--- src/rtl/fir_8_bit_pkg.sv ---
// Shared widths and types for the 8-tap unsigned FIR filter.
package fir_8_bit_pkg;

    localparam int unsigned N       = 8;
    localparam int unsigned TAPS    = 8;
    localparam int unsigned OUT_W   = N + 3;
    localparam int unsigned ACC_W   = 2 * N + 3;
    localparam int unsigned PROD_W  = 2 * N;
    localparam logic [OUT_W-1:0] SAT_MAX = '1;

    // Index 0 holds the newest sample / the coefficient for x[n].
    typedef logic [TAPS-1:0][N-1:0] window_t;
    typedef logic [TAPS-2:0][N-1:0] history_t;

endpackage

--- src/rtl/fir_8_bit_tap_sum.sv ---
// Combinational multiply-accumulate over the tap window with output saturation.
module fir_8_bit_tap_sum
    import fir_8_bit_pkg::*;
(
    input  window_t            window_i,
    input  window_t            coeffs_i,
    output logic [OUT_W-1:0]   sum_o
);

    logic [ACC_W-1:0]  acc;
    logic [PROD_W-1:0] prod;

    always_comb begin
        acc  = '0;
        prod = '0;
        for (int unsigned k = 0; k < TAPS; k++) begin
            prod = {{N{1'b0}}, window_i[k]} * {{N{1'b0}}, coeffs_i[k]};
            acc  = acc + ACC_W'(prod);
        end
        if (acc > ACC_W'(SAT_MAX)) begin
            sum_o = SAT_MAX;
        end else begin
            sum_o = acc[OUT_W-1:0];
        end
    end

endmodule

--- src/rtl/fir_8_bit.sv ---
// 8-tap direct-form FIR: delay line, registered output and valid/busy handshake.
module fir_8_bit
    import fir_8_bit_pkg::*;
(
    input  logic               clk,
    input  logic               rst,
    input  logic [N-1:0]       coeffs_table_0,
    input  logic [N-1:0]       coeffs_table_1,
    input  logic [N-1:0]       coeffs_table_2,
    input  logic [N-1:0]       coeffs_table_3,
    input  logic [N-1:0]       coeffs_table_4,
    input  logic [N-1:0]       coeffs_table_5,
    input  logic [N-1:0]       coeffs_table_6,
    input  logic [N-1:0]       coeffs_table_7,
    input  logic [N-1:0]       din_data,
    input  logic               din_vld,
    input  logic               dout_busy,
    output logic [OUT_W-1:0]   dout_data,
    output logic               dout_vld
);

    // The oldest tap x[7] is overwritten on every shift before it is read again,
    // so only x[0..6] are stored; the post-shift window is rebuilt from them.
    history_t          hist_q, hist_d;
    logic [OUT_W-1:0]  dout_data_q, dout_data_d;
    logic              dout_vld_q, dout_vld_d;

    window_t           win_next;
    window_t           coeffs;
    logic [OUT_W-1:0]  sum;
    logic              stall;
    logic              accept;

    assign coeffs = {coeffs_table_7, coeffs_table_6, coeffs_table_5, coeffs_table_4,
                     coeffs_table_3, coeffs_table_2, coeffs_table_1, coeffs_table_0};
    assign win_next = {hist_q, din_data};

    fir_8_bit_tap_sum u_tap_sum (
        .window_i (win_next),
        .coeffs_i (coeffs),
        .sum_o    (sum)
    );

    always_comb begin
        stall       = dout_vld_q & dout_busy;
        accept      = din_vld & ~stall;
        hist_d      = hist_q;
        dout_data_d = dout_data_q;
        dout_vld_d  = dout_vld_q;
        if (accept) begin
            hist_d      = win_next[TAPS-2:0];
            dout_data_d = sum;
            dout_vld_d  = 1'b1;
        end else if (!stall) begin
            dout_vld_d  = 1'b0;
        end
    end

    always_ff @(posedge clk or posedge rst) begin
        if (rst) begin
            hist_q      <= '0;
            dout_data_q <= '0;
            dout_vld_q  <= 1'b0;
        end else begin
            hist_q      <= hist_d;
            dout_data_q <= dout_data_d;
            dout_vld_q  <= dout_vld_d;
        end
    end

    assign dout_data = dout_data_q;
    assign dout_vld  = dout_vld_q;

endmodule

--- config.mk ---
export PLATFORM = sky130hd
export DESIGN_NAME = fir_8_bit
export DESIGN_NICKNAME = d
export VERILOG_FILES = /design/src/rtl/fir_8_bit_pkg.sv /design/src/rtl/fir_8_bit_tap_sum.sv /design/src/rtl/fir_8_bit.sv
export SDC_FILE = /design/constraint.sdc
export NUM_CORES = 1
export LEC_CHECK = 0
export BUFFER_PORTS_ARGS = -buffer_cell sky130_fd_sc_hd__buf_4
export CORE_MARGIN = 1
export CORE_UTILIZATION = 35
export DETAILED_ROUTE_END_ITERATION = 10
export MAX_ROUTING_LAYER = met4
export SETUP_SLACK_MARGIN = 0.15
export SLEW_MARGIN = 20
export SYNTH_ARGS = -nofsm -noshare
export SYNTH_HDL_FRONTEND = slang
export SYNTH_SLANG_ARGS = --single-unit
--- constraint.sdc ---
create_clock -name clk -period 9.9 [get_ports clk]
set_input_delay 0 -clock clk [delete_from_list [all_inputs] [get_ports clk]]
set_output_delay 0 -clock clk [all_outputs]
set_load 0.02 [all_outputs]
==> impl_metrics.prom <==
# TYPE chip_impl_metric gauge
chip_impl_metric{name="route.antenna.remaining_nets",unit=""} 0
chip_impl_metric{name="cts.sink_count",unit=""} 68
chip_impl_metric{name="layout_worst_path_cycle_share",unit="%"} 108
chip_impl_metric{name="cp.depth",unit=""} 36
chip_impl_metric{name="gp_routability_congestion",unit=""} 0.878
chip_impl_metric{name="die_h",unit="um"} 246
chip_impl_info{name="worst_path_max_delay_cell",value="sky130_fd_sc_hd__fa_1"} 1
chip_impl_info{name="run_status",value="finished with violations"} 1
chip_impl_metric{name="grt_max_degree",unit=""} 67
chip_impl_metric{name="grt_remaining_overflow",unit=""} 0
chip_impl_metric{name="synth-edff-count",unit=""} 0
chip_impl_info{name="cts_tree",value="yes"} 1
chip_impl_info{name="worstReg2RegStart",value="hist_q[3]"} 1
chip_impl_metric{name="final.setup_skew",unit="ps"} 16.6
chip_impl_metric{name="syn_nets",unit=""} 2918
chip_impl_metric{name="clk_path_buf_depth",unit=""} 2
chip_impl_metric{name="post-route-min-period",unit="ps"} 10650
chip_impl_info{name="timing.setup.critical_path_class",value="register to register"} 1
chip_impl_info{name="rsz_0062_raised_after_global_routing",value="true"} 1
chip_impl_metric{name="tightest_slew",unit="ps"} 783
chip_impl_info{name="critPathCaptureType",value="register"} 1
chip_impl_info{name="r2r_end",value="dout_data[2]"} 1
chip_impl_metric{name="drv.max_cap_violation_count",unit=""} 0
chip_impl_metric{name="post_drt_wl_per_cell",unit="um"} 17.2
chip_impl_metric{name="remaining_drc_errors",unit=""} 0
chip_impl_metric{name="dp_cells",unit=""} 3039
chip_impl_metric{name="number_of_top_level_pins",unit=""} 88
chip_impl_metric{name="layout.nets",unit=""} 3085
chip_impl_info{name="timing.critical_path.max_delay_family",value="adder cells"} 1
chip_impl_info{name="violations",value="setup timing"} 1
chip_impl_metric{name="vias_per_cell",unit=""} 4.69
chip_impl_metric{name="postSynth.asyncResetShare",unit="%"} 100
chip_impl_metric{name="worstPathMaxFanout",unit=""} 6
chip_impl_metric{name="required_arrival_time_at_the_worst_endpoint",unit="ps"} 10160
chip_impl_metric{name="setup_viol",unit=""} 11
chip_impl_metric{name="number_of_placement_rows",unit=""} 88
chip_impl_metric{name="mappedNetlistArea",unit="um^2"} 20800
chip_impl_metric{name="worst_setup_hold_path_clk_slew",unit="ps"} 60
chip_impl_metric{name="initial_utilization",unit="%"} 35.7
chip_impl_metric{name="cts_htree_levels",unit=""} 3
chip_impl_info{name="cts.root.buffer_cell",value="sky130_fd_sc_hd__clkbuf_16"} 1
chip_impl_metric{name="rrSetupSlack",unit="ps"} -750
chip_impl_metric{name="rr_worst_depth",unit=""} 36
chip_impl_metric{name="wl",unit="um"} 52800
chip_impl_info{name="path_class_of_the_lowest_slack_min_delay_path",value="primary input to asynchronous set/reset pin"} 1
chip_impl_metric{name="netlist_instances",unit=""} 2136
chip_impl_metric{name="instances_no_fill",unit=""} 3077
chip_impl_metric{name="dr.first_iter.drc_count",unit=""} 644
chip_impl_metric{name="maxClockFrequency",unit="GHz"} 0.0939
chip_impl_metric{name="detailedRoute.firstPassIterationCount",unit=""} 5
chip_impl_metric{name="worst_path_buf_inv",unit=""} 8
chip_impl_metric{name="grt_pass1_wl",unit="um"} 86100
chip_impl_metric{name="synth_sequential_area_ratio",unit="%"} 8.19
chip_impl_metric{name="ys_warn_count",unit=""} 0
chip_impl_metric{name="coreArea",unit="um^2"} 58100
chip_impl_metric{name="avgSynthCellArea",unit="um^2"} 9.73
chip_impl_metric{name="final_cell_area",unit="um^2"} 23600
chip_impl_metric{name="report.final.hold_viol_count",unit=""} 0
chip_impl_metric{name="first_global_vias",unit=""} 16000
chip_impl_metric{name="io_buffers",unit=""} 87
chip_impl_metric{name="postLayoutCoreUtil",unit="%"} 40.7
chip_impl_metric{name="dp_hpwl",unit="um"} 46100
chip_impl_metric{name="timing.critical_path.slowest_cell_delay",unit="ps"} 560
chip_impl_metric{name="numCtsBuffers",unit=""} 9
chip_impl_info{name="path_common_cell",value="sky130_fd_sc_hd__fa_1"} 1
chip_impl_metric{name="synth-seq-cells",unit=""} 68
chip_impl_metric{name="count_of_fill_cells_added_during_filler_insertion",unit=""} 5744
chip_impl_metric{name="placed_cell_area",unit="um^2"} 23000
chip_impl_metric{name="global_route.usage.total",unit="%"} 19.2
chip_impl_metric{name="areaGrowthSynthToFinish",unit="%"} 13.7
chip_impl_metric{name="layout-drive-gt1-share",unit="%"} 13.5
chip_impl_metric{name="initial_antenna_violation_count",unit=""} 3
chip_impl_metric{name="fp.dieArea",unit="um^2"} 60400
chip_impl_metric{name="sum_of_negative_setup_slack",unit="ps"} -7930
chip_impl_metric{name="layout_setup_ws",unit="ps"} -754
chip_impl_metric{name="detailroute.via_count",unit=""} 14400
chip_impl_metric{name="slew_headroom",unit="%"} 47.8
chip_impl_metric{name="worst_ep_arrival",unit="ps"} 10920
chip_impl_metric{name="synth.lib_cells_used.distinct",unit=""} 48
chip_impl_metric{name="insertion_delay",unit="ps"} 390
chip_impl_metric{name="finalMaxSlewViolations",unit=""} 0
chip_impl_info{name="kind_of_start_point_of_the_critical_path",value="register"} 1
chip_impl_info{name="dominantRegCellSynth",value="sky130_fd_sc_hd__dfrtp_1"} 1
chip_impl_metric{name="fp.dieW",unit="um"} 246
-- sequential cells by signal, indices dropped and copies added, names as in the netlist --
register	cells
hist_q	56
dout_data	11
dout_vld	1
-- metrics by stage --
step / worst slack (ps) / hold WS [ps]
floorplan: -388 / 92.3
global placement: -627 / -125
detailed placement: -932 / -123
CTS: -665 / 7.39
global route: -1130 / 27.4
finish: -754 / 29.0
-- what timing repair did --
item | in CTS | in global routing
endpoints found under the setup margin | 11 | 11
hold endpoints to repair | 6 | 0
pin swaps | 38 | 15
buffers inserted | 9 | 2
gates resized for setup | 27 | 12
hold buffers | 6 | 0
cloned | 1 | 0
-- tightest hold or removal path: stages --
cell and delay, ps:
sky130_fd_sc_hd__dlygate4sd3_1 530, sky130_fd_sc_hd__buf_4 140, sky130_fd_sc_hd__clkinv_2 70
-- final cells by class --
class / instances / area (um^2) / area share [%]
sequential: 68 / 1700 / 7.20
multi-input combinational: 1434 / 16900 / 71.4
antenna: 4 / 10.0 / 0.0423
clock inverter: 5 / 75.1 / 0.318
clock buffer: 11 / 243 / 1.03
tap: 765 / 957 / 4.05
inverter: 589 / 2210 / 9.36
timing repair buffer: 201 / 1560 / 6.58
-- synth_stat cells (5+ instances only) --
library cell / instances / area share, %
sky130_fd_sc_hd__o211ai_1: 5 / 0.18
sky130_fd_sc_hd__o22a_1: 12 / 0.51
sky130_fd_sc_hd__nand2b_1: 6 / 0.18
sky130_fd_sc_hd__and3_1: 5 / 0.15
sky130_fd_sc_hd__clkbuf_1: 42 / 0.76
sky130_fd_sc_hd__xor2_1: 6 / 0.25
sky130_fd_sc_hd__o21ai_0: 6 / 0.14
sky130_fd_sc_hd__ha_1: 241 / 15
sky130_fd_sc_hd__fa_1: 465 / 45
sky130_fd_sc_hd__dfrtp_1: 68 / 8.2
sky130_fd_sc_hd__nor2_1: 11 / 0.20
sky130_fd_sc_hd__and2_1: 303 / 9.1
sky130_fd_sc_hd__xnor2_1: 14 / 0.59
sky130_fd_sc_hd__nand2_1: 219 / 4.0
sky130_fd_sc_hd__nor3_1: 10 / 0.24
sky130_fd_sc_hd__a21o_1: 6 / 0.22
sky130_fd_sc_hd__mux2_2: 56 / 3.0
sky130_fd_sc_hd__nand3_1: 7 / 0.17
sky130_fd_sc_hd__inv_1: 589 / 11
sky130_fd_sc_hd__a21oi_1: 21 / 0.51
-- cell families (layout without fill, tap and decap cells) --
family | count (synthesis) | in the layout | synth area share [%]
AO/OA/AOI/OAI | 72 | 72 | 2.47
XOR/XNOR | 20 | 20 | 0.843
adder cells (fa/ha/maj) | 706 | 706 | 59.3
buffers and inverters | 634 | 806 | 11.5
flip-flops | 68 | 68 | 8.19
multiplexers | 58 | 58 | 3.13
other | 0 | 4 | 0
AND/OR/NAND/NOR | 578 | 578 | 14.6
-- metal layers --
| metal | global-route usage (%) | share of wire [%] |
|---|---|---|
| met1 | 23.4 | 41 |
| met2 | 33.1 | 52 |
| met3 | 2.97 | 4.8 |
| met4 | 4.48 | 2.1 |
| met5 | - | 0 |
-- worst max path at each step --
stage / from / endpoint / slack, ps
floorplan: hist_q[3] / dout_data[6] / -390
global placement: hist_q[3] / dout_data[2] / -630
detailed placement: hist_q[3] / dout_data[2] / -930
CTS: hist_q[3] / dout_data[2] / -670
global route: hist_q[3] / dout_data[2] / -1130
finish: hist_q[3] / dout_data[2] / -750
-- placed cells by master, fill, tap and decap left out, drive strengths merged, types with 2 or more instances in the layout --
cell type    count
dlygate4sd3      6
dfrtp           68
and3             5
inv            588
xnor2           14
clkinv           4
nor2            12
a21o             6
xor2             6
mux2            56
diode            4
nand2b           6
o211ai           5
o21a             2
ha             241
nand2          219
nand3b           2
clkbuf          11
o21ai            9
fa             465
mux2i            2
nor3b            2
buf            195
or2              2
nor4             3
a211oi           2
nor3            10
o22a            12
or3              2
a31oi            3
a21boi           2
and2           303
bufinv           2
a21oi           22
nand3            7
nor2b            3
Power is not shown: default switching activity piles up to over one toggle a cycle in this logic, so the estimate is an artifact.
